$ cat src/rtl/uart_rx_pkg.sv
// Shared types and constants for the console UART receive path:
// FSM state encoding, o_rdata field positions and the baud divider helper.
package uart_rx_pkg;

    typedef enum logic [2:0] {
        IDLE,
        START,
        DATA,
        PARITY,
        STOP,
        BREAK
    } rxState_t;

    localparam int RDATA_VALID   = 31;
    localparam int RDATA_OVERRUN = 30;
    localparam int RDATA_FRAME   = 29;
    localparam int RDATA_PARITY  = 28;

    // Clocks per bit, rounded to the nearest whole clock
    function automatic int div_calc(input int clkHz, input int baud);
        return (clkHz + baud / 2) / baud;
    endfunction

endpackage

$ cat src/rtl/rx_sync_fifo.sv
// Single-clock receive FIFO with a registered occupancy count.
// A push into a full FIFO is accepted only when a pop happens in the same cycle.
module rx_sync_fifo #(
    parameter int WIDTH = 8,
    parameter int DEPTH = 16
) (
    input  logic                     clk_166_67_mhz,
    input  logic                     dram_rstx_async,
    input  logic                     push_i,
    input  logic [WIDTH-1:0]         pushData_i,
    input  logic                     pop_i,
    output logic [WIDTH-1:0]         headData_o,
    output logic [$clog2(DEPTH):0]   count_o,
    output logic                     full_o,
    output logic                     empty_o
);

    localparam int AW = $clog2(DEPTH);
    localparam logic [AW:0] FULL_COUNT = (AW + 1)'(DEPTH);

    logic [WIDTH-1:0] mem_q [DEPTH];
    logic [AW-1:0]    wrPtr_q;
    logic [AW-1:0]    rdPtr_q;
    logic [AW:0]      count_q;
    logic             wrEn;
    logic             rdEn;

    assign full_o     = (count_q == FULL_COUNT);
    assign empty_o    = (count_q == '0);
    assign count_o    = count_q;
    assign headData_o = mem_q[rdPtr_q];
    assign wrEn       = push_i & (~full_o | pop_i);
    assign rdEn       = pop_i & ~empty_o;

    always_ff @(posedge clk_166_67_mhz) begin
        if (wrEn) begin
            mem_q[wrPtr_q] <= pushData_i;
        end
    end

    // Pointers wrap naturally because DEPTH is a power of two
    always_ff @(posedge clk_166_67_mhz or negedge dram_rstx_async) begin
        if (!dram_rstx_async) begin
            wrPtr_q <= '0;
            rdPtr_q <= '0;
            count_q <= '0;
        end else begin
            if (wrEn) begin
                wrPtr_q <= wrPtr_q + 1'b1;
            end
            if (rdEn) begin
                rdPtr_q <= rdPtr_q + 1'b1;
            end
            case ({wrEn, rdEn})
                2'b10:   count_q <= count_q + 1'b1;
                2'b01:   count_q <= count_q - 1'b1;
                default: count_q <= count_q;
            endcase
        end
    end

endmodule

$ cat src/rtl/uart_console_rx.sv
// Console UART receiver: line synchroniser, frame FSM, receive FIFO and MMIO pop port.
// Define UART_RX_PARITY_EN for 8E1 framing; the default build is 8N1 with parity_err tied 0.
module uart_console_rx
    import uart_rx_pkg::*;
#(
    parameter int CLK_HZ     = 166_670_000,
    parameter int BAUD       = 1_000_000,
    parameter int FIFO_DEPTH = 16
) (
    input  logic                          clk_166_67_mhz,
    input  logic                          dram_rstx_async,
    input  logic                          i_rxd,
    input  logic                          i_ren,
    input  logic                          i_stall,
    input  logic                          i_clr,
    output logic [31:0]                   o_rdata,
    output logic [$clog2(FIFO_DEPTH):0]   o_count,
    output logic                          o_nempty
);

    localparam int DIV  = div_calc(CLK_HZ, BAUD);
    localparam int HALF = DIV / 2;
    localparam int TW   = $clog2(DIV + 1);
    localparam logic [TW-1:0] TICK_FULL = TW'(DIV - 1);
    localparam logic [TW-1:0] TICK_HALF = TW'(HALF - 1);
`ifdef UART_RX_PARITY_EN
    localparam rxState_t AFTER_DATA = PARITY;
`else
    localparam rxState_t AFTER_DATA = STOP;
`endif

    logic                         rxMeta_q;
    logic                         rxSync_q;
    logic                         rxPrev_q;
    rxState_t                     state_q;
    logic [TW-1:0]                tick_q;
    logic [2:0]                   bitIdx_q;
    logic [7:0]                   shift_q;
    logic                         push_q;
    logic [7:0]                   pushData_q;
    logic                         frameEvt_q;
`ifdef UART_RX_PARITY_EN
    logic                         parityBad_q;
    logic                         parityEvt_q;
`endif
    logic                         overrun_q;
    logic                         frameErr_q;
    logic                         parityErr_q;
    logic                         overrun_d;
    logic                         frameErr_d;
    logic                         parityErr_d;
    logic [31:0]                  rdata_q;
    logic [31:0]                  rdata_d;
    logic                         popAccept;
    logic                         fifoPop;
    logic                         fifoFull;
    logic                         fifoEmpty;
    logic                         overrunEvt;
    logic [7:0]                   headData;
    logic [$clog2(FIFO_DEPTH):0]  fifoCount;

    always_ff @(posedge clk_166_67_mhz or negedge dram_rstx_async) begin
        if (!dram_rstx_async) begin
            rxMeta_q <= 1'b1;
            rxSync_q <= 1'b1;
            rxPrev_q <= 1'b1;
        end else begin
            rxMeta_q <= i_rxd;
            rxSync_q <= rxMeta_q;
            rxPrev_q <= rxSync_q;
        end
    end

    // Frame FSM; the push and error strobes leave it registered for one cycle
    always_ff @(posedge clk_166_67_mhz or negedge dram_rstx_async) begin
        if (!dram_rstx_async) begin
            state_q     <= IDLE;
            tick_q      <= '0;
            bitIdx_q    <= '0;
            shift_q     <= '0;
            push_q      <= 1'b0;
            pushData_q  <= '0;
            frameEvt_q  <= 1'b0;
`ifdef UART_RX_PARITY_EN
            parityBad_q <= 1'b0;
            parityEvt_q <= 1'b0;
`endif
        end else begin
            push_q     <= 1'b0;
            frameEvt_q <= 1'b0;
`ifdef UART_RX_PARITY_EN
            parityEvt_q <= 1'b0;
`endif
            case (state_q)
                IDLE: begin
                    tick_q <= '0;
`ifdef UART_RX_PARITY_EN
                    parityBad_q <= 1'b0;
`endif
                    if (rxPrev_q && !rxSync_q) begin
                        state_q <= START;
                    end
                end
                START: begin
                    if (tick_q == TICK_HALF) begin
                        tick_q   <= '0;
                        bitIdx_q <= '0;
                        state_q  <= rxSync_q ? IDLE : DATA;
                    end else begin
                        tick_q <= tick_q + 1'b1;
                    end
                end
                DATA: begin
                    if (tick_q == TICK_FULL) begin
                        tick_q   <= '0;
                        shift_q  <= {rxSync_q, shift_q[7:1]};
                        bitIdx_q <= bitIdx_q + 1'b1;
                        if (bitIdx_q == 3'd7) begin
                            state_q <= AFTER_DATA;
                        end
                    end else begin
                        tick_q <= tick_q + 1'b1;
                    end
                end
`ifdef UART_RX_PARITY_EN
                PARITY: begin
                    if (tick_q == TICK_FULL) begin
                        tick_q  <= '0;
                        state_q <= STOP;
                        if (rxSync_q != ^shift_q) begin
                            parityBad_q <= 1'b1;
                            parityEvt_q <= 1'b1;
                        end
                    end else begin
                        tick_q <= tick_q + 1'b1;
                    end
                end
`endif
                STOP: begin
                    if (tick_q == TICK_FULL) begin
                        tick_q <= '0;
                        if (rxSync_q) begin
`ifdef UART_RX_PARITY_EN
                            push_q <= ~parityBad_q;
`else
                            push_q <= 1'b1;
`endif
                            pushData_q <= shift_q;
                            state_q    <= IDLE;
                        end else begin
                            frameEvt_q <= 1'b1;
                            state_q    <= BREAK;
                        end
                    end else begin
                        tick_q <= tick_q + 1'b1;
                    end
                end
                BREAK: begin
                    if (rxSync_q) begin
                        state_q <= IDLE;
                    end
                end
                default: state_q <= IDLE;
            endcase
        end
    end

    assign popAccept  = i_ren & ~i_stall;
    assign fifoPop    = popAccept & ~fifoEmpty;
    assign overrunEvt = push_q & fifoFull & ~fifoPop;

    rx_sync_fifo #(
        .WIDTH (8),
        .DEPTH (FIFO_DEPTH)
    ) u_fifo (
        .clk_166_67_mhz  (clk_166_67_mhz),
        .dram_rstx_async (dram_rstx_async),
        .push_i          (push_q),
        .pushData_i      (pushData_q),
        .pop_i           (fifoPop),
        .headData_o      (headData),
        .count_o         (fifoCount),
        .full_o          (fifoFull),
        .empty_o         (fifoEmpty)
    );

    // An error event in the same cycle as i_clr keeps its flag set
    always_comb begin
        overrun_d  = (overrun_q & ~i_clr) | overrunEvt;
        frameErr_d = (frameErr_q & ~i_clr) | frameEvt_q;
`ifdef UART_RX_PARITY_EN
        parityErr_d = (parityErr_q & ~i_clr) | parityEvt_q;
`else
        parityErr_d = 1'b0;
`endif
        rdata_d = rdata_q;
        if (popAccept) begin
            rdata_d                = '0;
            rdata_d[RDATA_VALID]   = ~fifoEmpty;
            rdata_d[RDATA_OVERRUN] = overrun_q;
            rdata_d[RDATA_FRAME]   = frameErr_q;
            rdata_d[RDATA_PARITY]  = parityErr_q;
            rdata_d[7:0]           = fifoEmpty ? 8'h00 : headData;
        end
    end

    always_ff @(posedge clk_166_67_mhz or negedge dram_rstx_async) begin
        if (!dram_rstx_async) begin
            overrun_q   <= 1'b0;
            frameErr_q  <= 1'b0;
            parityErr_q <= 1'b0;
            rdata_q     <= '0;
        end else begin
            overrun_q   <= overrun_d;
            frameErr_q  <= frameErr_d;
            parityErr_q <= parityErr_d;
            rdata_q     <= rdata_d;
        end
    end

    assign o_rdata  = rdata_q;
    assign o_count  = fifoCount;
    assign o_nempty = ~fifoEmpty;

endmodule

$ cat config.mk
export PLATFORM = sky130hd
export DESIGN_NAME = uart_console_rx
export DESIGN_NICKNAME = d
export VERILOG_FILES = /design/src/rtl/uart_rx_pkg.sv /design/src/rtl/rx_sync_fifo.sv /design/src/rtl/uart_console_rx.sv
export SDC_FILE = /design/constraint.sdc
export NUM_CORES = 1
export LEC_CHECK = 0
export CAP_MARGIN = 20
export CORE_ASPECT_RATIO = 1.2
export CORE_MARGIN = 3
export CORE_UTILIZATION = 55
export DETAILED_ROUTE_END_ITERATION = 8
export PLACE_DENSITY = 0.73
export SYNTH_ARGS = -nofsm -noshare
export SYNTH_HDL_FRONTEND = slang
export SYNTH_HIERARCHICAL = 1
export SYNTH_SLANG_ARGS = --single-unit
export TNS_END_PERCENT = 50
$ cat constraint.sdc
create_clock -name clk_166_67_mhz -period 4.7 [get_ports clk_166_67_mhz]
set_input_delay 0.94 -clock clk_166_67_mhz [delete_from_list [all_inputs] [get_ports clk_166_67_mhz]]
set_output_delay 0.94 -clock clk_166_67_mhz [all_outputs]
set_load 0.1 [all_outputs]
Word level (Yosys, flattened, before mapping)
Memories as Yosys holds them, arrays and structs flattened. Cells that the tools add are included.

Register bits: 61. Memory bits (writable): 128. Bits of input ports: 6. Output and inout bits: 38. Memories kept: 1.

Memories: u_fifo.mem_q (depth 16, bits a word 8, read ports 1, clocked after Yosys merged registers in 0, wr ports 1, RTL line rx_sync_fifo.sv:21) `logic [WIDTH-1:0] mem_q [DEPTH];`.

$add $sub $neg: 6. Equal/unequal tests: 16. Multiplexer cells: 25. Bitwise gates (word level): 16. Reductions and logical operators: 12.

Operators by type and width (number): $mux W3 (9); $mux W8 (3); $pmux W8 S3 (1); $pmux W3 S5 (1); $ne A2 B2 Y1 const B (6); $pmux W5 S2 (1); $eq A3 B3 Y1 const B (3); $add A4 B1 Y4 const B (2); $add A8 B1 Y8 const B (1); $and A1 B1 Y1 (8); $eq A8 B7 Y1 const B (1); $eq A8 B8 Y1 const B (1); $mux W1 (8); $pmux W3 S2 (1); $reduce_and A3 Y1 (2); $reduce_and A6 Y1 (1); $add A5 B1 Y5 const B (1); $eq A5 B5 Y1 const B (1); $logic_not A5 Y1 (1); $not A1 Y1 (5); $sub A5 B1 Y5 const B (1); $reduce_bool A2 Y1 (2); $add A3 B1 Y3 const B (1); $eq A3 B1 Y1 const B (1); other kinds (11) (13).

Depth between registers and ports, before layout
Gate-level depths: netlist of run 1.

Depth in word-level cells: 7. Depth in mapped cells: 13. Mapped depth without buffers: 13.

Hierarchy
The synthesis of run 1 kept the hierarchy.

Modules (own cells, without submodules): rx_sync_fifo (instances 1, cells an instance 327, area an instance 5811.8 µm², seq. area each 4169.0 µm²); uart_console_rx (instances 1, cells an instance 203, area an instance 2342.2 µm², seq. area each 1204.9 µm²).

Worst setup path before layout of run 1
OpenSTA, ideal clock, no wires.

Path type: flip-flop to flip-flop. From: register u_fifo.count_q[0] (netlist: u_fifo/count_o[0]). To: register u_fifo.count_q[4] (netlist: u_fifo/count_o[4]). Arrival: 3249 ps. Data required time: 4541 ps. Path slack: 1292 ps. Cell stages (with the launch flop): 14. Buffers on the path: 1. Path through: dfrtp_1 > nor4_2 > and2b_1 > nor2_1 > nor2b_1 > buf_2 > ha_1 > inv_1 > fa_1 > nor2b_1 > o21ai_0 > nand3_1 > or3b_1 > xnor2_1.

RTL lines: from (decl) (RTL line rx_sync_fifo.sv:24) `logic [AW:0] count_q;`; from (signal assigned) (RTL line rx_sync_fifo.sv:55) `2'b10: count_q <= count_q + 1'b1;`; from (signal assigned) (RTL line rx_sync_fifo.sv:56) `2'b01: count_q <= count_q - 1'b1;`; from (signal assigned) (RTL line rx_sync_fifo.sv:57) `default: count_q <= count_q;`; $logic_not A5 Y1 (*) (RTL line rx_sync_fifo.sv:29) `assign empty_o = (count_q == '0);`; net fifoEmpty (RTL line uart_console_rx.sv:57) `logic fifoEmpty;`; $not A1 Y1 (*) (RTL line uart_console_rx.sv:169) `assign fifoPop = popAccept & ~fifoEmpty;`; $and A1 B1 Y1 (*) (RTL line uart_console_rx.sv:169); net fifoPop (RTL line uart_console_rx.sv:55) `logic fifoPop;`; $and A1 B1 Y1 (*) (RTL line rx_sync_fifo.sv:33) `assign rdEn = pop_i & ~empty_o;`; net u_fifo.rdEn (RTL line rx_sync_fifo.sv:26) `logic rdEn;`; $eq A2 B1 Y1 or $eq A2 B2 Y1 (tied branches) (RTL line rx_sync_fifo.sv:54) `case ({wrEn, rdEn})`; $pmux W5 S2 or $reduce_bool A2 Y1 (tied branches).

The timed path passes the listed nets; every way through them passes the cells marked *. A chain may end at the register's enable or synchronous reset.

Worst setup path in the final report of run 1
From: register u_fifo.count_q[1] (netlist: u_fifo/count_o[1]). To: output port o_nempty.

Cells in the longest elaborated chain, start to end: 2.

RTL lines: $logic_not A5 Y1 (RTL line rx_sync_fifo.sv:29); net fifoEmpty (RTL line uart_console_rx.sv:57); $not A1 Y1 (RTL line uart_console_rx.sv:223) `assign o_nempty = ~fifoEmpty;`; to (decl) (RTL line uart_console_rx.sv:18) `output logic o_nempty`.

The timed path passes the listed nets, and every way through them passes these cells.

==> results.json, run 1 <==
{
  "die_x_um": 117,
  "r2r_end": "u_fifo/count_o[4]",
  "start_kind": "register",
  "wire_per_inst_um": 19.5,
  "ys_seq_area_share_pct": 65.9,
  "drtAntennaViolNets": 0,
  "fin_crit_sh_pct": 78.4,
  "synthArstFlopShare_pct": 32.3,
  "p_leak_nw": 3.80,
  "postCtsResizedCells": 0,
  "synth_ff_type": "edfxtp_1",
  "synth_area_per_cell_um2": 15.4,
  "relSlewSlack_pct": 34.0,
  "cts-htree-levels": 4,
  "cts_inserted_buffers": 17,
  "drt-total-wl_um": 14900,
  "power.density_nw_per_um2": 538,
  "required_ps": 3760,
  "synth_warnings": 6,
  "clockRootBuffer": "clkbuf_16",
  "drc": 0,
  "crit_fanout": 9,
  "die-area_um2": 16300,
  "ir_drop_v": 0.000250,
  "clk_pin_slew_ps": 60,
  "antenna_found_initial": 0,
  "nets": 572,
  "hold_path_depth": 0,
  "cts_hold_buf": 0,
  "synth.distinct_cells": 63,
  "grt_first_pass_wirelength_um": 23700,
  "antenna_cells": 0,
  "viasPerCell": 5.63,
  "fin_crit_ps": 3680,
  "synth_edf_count": 128,
  "fp-row-count": 48,
  "critPathArrivalTime_ps": 2740,
  "timing.setup.tns_ps": 0,
  "io_pins": 44,
  "gp_routability_congestion": 0.827,
  "rrSetupSlack_ps": 1500,
  "p_int_mw": 3.10,
  "synth_top_area_share_pct": 47.1,
  "switchingPower_mw": 1.73,
  "ys_seq_elements": 189,
  "drive_gt1_share_pct": 17.5,
  "power.clock.fraction_pct": 28.7,
  "fp.coreArea_um2": 14500,
  "grt_max_degree": 35,
  "cts_max_path_buffers": 2,
  "rr_worst_depth": 12,
  "area_growth_pct": 10.2,
  "dr_total_vias": 4308,
  "grt_setup_unrepaired": "false",
  "synth.area.top_cells": "edfxtp_1, dfrtp_1, mux4_2",
  "overflow": 0,
  "synth_cells": 530,
  "pwr-share-seq_pct": 43.3,
  "clock-sinks": 189,
  "power_frac_comb_pct": 27.9,
  "r2r_start": "u_fifo/count_o[0]",
  "port_buffers": 22,
  "drt_pass1_iterations": 4,
  "start_util_pct": 56.3,
  "layout_common_cells": "edfxtp_1, dfrtp_1, nand2_1",
  "finalHoldViolCount": 0,
  "dpl.hpwl_um": 9830,
  "worstHoldEndpoint": "rxSync_q",
  "synth_top_cell_by_area": "edfxtp_1",
  "end_kind": "output pin",
  "cts_tree": "done",
  "min_from": "rxMeta_q",
  "n_fill_cell": 1062,
  "clock_skew_ps": 11.7,
  "swShare_pct": 35.9,
  "status": "finished clean",
  "drt_iter0_markers": 434,
  "slew_viol_final": 0,
  "worst_slew_pin_slew_ps": 986,
  "worstSkewPairLatency_ps": 430,
  "synth.cell_area_um2": 8150,
  "drv_cap": 0,
  "grt_pass1_vias": 4340,
  "hold_class": "reg -> reg",
  "clock.fmax_mhz": 271,
  "criticalPathCategory": "reg -> out",
  "utilization_pct": 62.1,
  "grt.total_usage_pct": 19.5,
  "postCtsSetupRepairBufs": 0,
  "dieHeight_um": 139,
  "finalSetupViolCount": 0,
  "final_common_cell": "edfxtp_1"
}
==> how the worst max path moves through the flow <==
stage / slack (ps) / start / end
6_report: 1020 / u_fifo/count_o[1] / o_nempty
5_1_grt: 900 / u_fifo/count_o[1] / o_nempty
4_1_cts: 1010 / u_fifo/count_o[1] / o_nempty
3_5_place_dp: 790 / i_stall / u_fifo/count_o[4]
3_3_place_gp: 850 / i_stall / u_fifo/count_o[4]
2_1_floorplan: 1290 / u_fifo/count_o[0] / u_fifo/count_o[4]
==> final cells by class <==
class	instances	area, um2	area share [%]
flip-flops and latches	189	5380	59.8
inverters	14	52.6	0.585
repair buffers	26	249	2.77
multi-input cells	304	2480	27.6
well taps	200	250	2.79
clock inverters	9	82.6	0.919
clock buffers	23	499	5.56
==> state kept, by name (all words and copies together), names as in the netlist <==
| name | count |
|---|---|
| bitIdx_q | 3 |
| frameErr_q | 1 |
| frameEvt_q | 1 |
| o_rdata | 11 |
| overrun_q | 1 |
| pushData_q | 8 |
| push_q | 1 |
| rxMeta_q | 1 |
| rxPrev_q | 1 |
| rxSync_q | 1 |
| shift_q | 8 |
| state_q | 3 |
| tick_q | 8 |
| u_fifo/count_o | 5 |
| u_fifo/mem_q | 128 |
| u_fifo/rdPtr_q | 4 |
| u_fifo/wrPtr_q | 4 |
==> kinds of logic after synthesis <==
| family | share of synthesized area (%) |
|---|---|
| flip-flops | 65.9 |
| AND/OR/NAND/NOR | 7.43 |
| AO/OA/AOI/OAI | 6.44 |
| multiplexers | 11.7 |
| buffers and inverters | 4.65 |
| adder cells (fa/ha/maj) | 2.36 |
| XOR/XNOR | 1.50 |
| other | 0.0460 |
==> power groups by stage <==
stage | clock, mW | combinational [mW] | sequential [mW]
2_1_floorplan | 0 | 0.915 | 2.28
3_3_place_gp | 0 | 1.31 | 2.12
3_5_place_dp | 0 | 1.34 | 2.13
4_1_cts | 1.42 | 1.35 | 2.09
5_1_grt | 1.49 | 1.44 | 2.12
6_report | 1.39 | 1.35 | 2.09
==> routing by layer <==
layer,track usage (%),up-vias,wire (um),share of wire [%]
li1,-,1981,-,-
met1,25.6,2194,6120,41
met2,31.9,108,7840,53
met4,7.19,0,295,2.0
met3,3.96,25,643,4.3
met5,0,-,0,0
==> cells in the mapped netlist (all sizes together) (5+ instances only) <==
cell type,number
ha,13
a21oi,11
and2,19
buf,36
edfxtp,128
nor2b,6
xnor2,9
mux2,29
a221oi,8
nand2,44
nand3,5
mux2i,26
mux4,16
clkbuf,7
dfrtp,58
inv,13
o21ai,33
xor2,5
a22oi,9
nor2,7
==> stage by stage <==
step           instance area (um2)  std cells  worst slack, ps  hold slack, ps  total power [mW]
2_1_floorplan                 8230        550             1290             345              3.19
3_3_place_gp                  8390        732              848             346              3.43
3_5_place_dp                  8400        733              790             347              3.47
4_1_cts                       8980        765             1010             357              4.86
5_1_grt                       8980        765              902             358              5.05
6_report                      8980        765             1020             357              4.83
==> worst max-delay path, stage by stage, from the launching register on <==
cell and delay, ps:
dfrtp_1 440, nor4_2 380, and2b_1 220, clkinv_1 240
clkdlybuf4s50_1 1050
(Power assumes the default switching activity.)
==> run 2: changes to the inputs <==
Clock period 4.7 ns to 3.4 ns, I/O delays scaled along.
==> results.json, run 2 (synthesis gave the netlist of run 1 again) <==
{
  "status": "finished clean",
  "relSlewSlack_pct": 34.2,
  "gp_routability_congestion": 0.772,
  "postCtsSetupRepairBufs": 0,
  "ir_drop_v": 0.000395,
  "pre_cts_slack_ps": 51.5,
  "fin_crit_ps": 3040,
  "cts_tree": "done",
  "die_x_um": 117,
  "dr_total_vias": 4282,
  "slew_viol_final": 0,
  "dieHeight_um": 139,
  "swShare_pct": 34.5,
  "viasPerCell": 5.56,
  "path_cells": "nor4_2 -> and2b_1 -> nor2_1 -> o21a_4 -> inv_2 -> ha_1 -> inv_1 -> fa_1 -> nor2b_1 -> o21ai_0 -> nand3_1 -> or3b_1 -> xnor2_1",
  "drtAntennaViolNets": 0,
  "pwr-share-seq_pct": 41.5,
  "start_kind": "register",
  "finalHoldViolCount": 0,
  "area_growth_pct": 10.9,
  "cts_max_path_buffers": 2,
  "rr_worst_depth": 13,
  "grt_pass1_vias": 4428,
  "slowest_stage": "dfrtp_2",
  "worstSkewPairLatency_ps": 420,
  "wire_per_inst_um": 19.6,
  "n_fill_cell": 1037,
  "postCtsResizedCells": 0,
  "cts_hold_buf": 0,
  "power.clock.fraction_pct": 30.0,
  "p_int_mw": 4.44,
  "cts-htree-levels": 4,
  "layout_common_cells": "edfxtp_1, dfrtp_1, nand2_1",
  "io_pins": 44,
  "worst_slack_ps": 363,
  "holdWs_ps": 290,
  "drv_cap": 0,
  "timing.setup.tns_ps": 0,
  "p_leak_nw": 3.87,
  "cts_inserted_buffers": 17,
  "critPathArrivalTime_ps": 3330,
  "clockRootBuffer": "clkbuf_16",
  "clk_pin_slew_ps": 60,
  "largest-register": "u_fifo/mem_q",
  "grt_setup_unrepaired": "false",
  "power.density_nw_per_um2": 749,
  "drt-total-wl_um": 15100,
  "drt_pass1_iterations": 4,
  "antenna_found_initial": 0,
  "worst_slew_pin_slew_ps": 985,
  "switchingPower_mw": 2.34,
  "clock.fmax_mhz": 329,
  "end_kind": "register",
  "finalSetupViolCount": 0,
  "start_util_pct": 56.3,
  "overflow": 0,
  "final_common_cell": "edfxtp_1",
  "required_ps": 3690,
  "grt_first_pass_wirelength_um": 24000,
  "fp-row-count": 48,
  "clock_skew_ps": 10.3,
  "criticalPathCategory": "reg -> reg",
  "slowest_delay_ps": 450,
  "antenna_cells": 0,
  "worstSetupPathDepth": 13,
  "nets": 577,
  "grt_max_degree": 33,
  "critPathTopFamily": "simple AND/OR/NAND/NOR gates",
  "grt.total_usage_pct": 19.8,
  "crit_fanout": 5,
  "drc": 0,
  "dpl.hpwl_um": 10100,
  "fp.coreArea_um2": 14500,
  "port_buffers": 22,
  "hold_class": "in -> async",
  "die-area_um2": 16300,
  "drt_iter0_markers": 398,
  "drive_gt1_share_pct": 20.7,
  "largest_reg_flops": 128,
  "clock-sinks": 189,
  "fin_crit_sh_pct": 89.3,
  "cp_num_buf_inv": 2,
  "power_frac_comb_pct": 28.5
}
## run 2: changes by cell type in the layout (fill, tap and decap cells not counted), moves of 2 or more
cell	delta
clkbuf_8	+2
clkinv_4	-3
clkdlybuf4s50_1	-14
buf_4	+19
inv_4	-2
## run 2: power groups by stage
stage | Sequential, mW | Clock (mW) | Combinational [mW]
final | 2.81 | 2.03 | 1.93
after global routing | 2.84 | 2.17 | 2.06
after CTS | 2.81 | 2.07 | 1.94
after detailed placement | 2.86 | 0 | 1.94
after global placement | 2.85 | 0 | 1.90
after floorplan | 3.15 | 0 | 1.26
## run 2: stage by stage
step	cells	power (mW)	instance area, um2	util, %
floorplan	550	4.41	8230	-
global placement	738	4.75	8420	58.1
detailed placement	738	4.79	8420	58.1
CTS	770	6.82	9040	62.5
global route	770	7.08	9040	62.5
finish	770	6.78	9040	62.5
## run 2: final timing paths
path	start	slack, ps	to
max	u_fifo/count_o[0]	360	u_fifo/count_o[4]
min	dram_rstx_async	290	tick_q[5]
max reg2reg	u_fifo/count_o[0]	360	u_fifo/count_o[4]
min reg2reg	rxMeta_q	360	rxSync_q
max in group asynchronous	dram_rstx_async	2230	u_fifo/count_o[0]
min in group clk_166_67_mhz	rxMeta_q	360	rxSync_q
## run 2: layout make-up
class                   count  area, um2  area share, %
flip-flops and latches    189       5380           59.4
multi-input cells         304       2480           27.4
clock buffers              27        556           6.14
repair buffers             31        260           2.88
well taps                 200        250           2.77
clock inverters             5       73.8          0.816
inverters                  14       52.6          0.581
## run 2: worst reg2reg max path: stages, from the launching register on
cell and delay [ps]:
dfrtp_2 450, nor4_2 300, and2b_1 230, nor2_1 100, o21a_4 220, inv_2 80
ha_1 240, inv_1 100, fa_1 410, nor2b_1 110, o21ai_0 100, nand3_1 90
or3b_1 360, xnor2_1 130
## run 2: metal layers
layer	vias up	part of all wire, %	GRT usage [%]
met5	-	0	0
met4	0	2.9	8.15
met3	25	4.0	4.09
met2	118	52	32.3
met1	2153	41	25.6
li1	1986	-	-
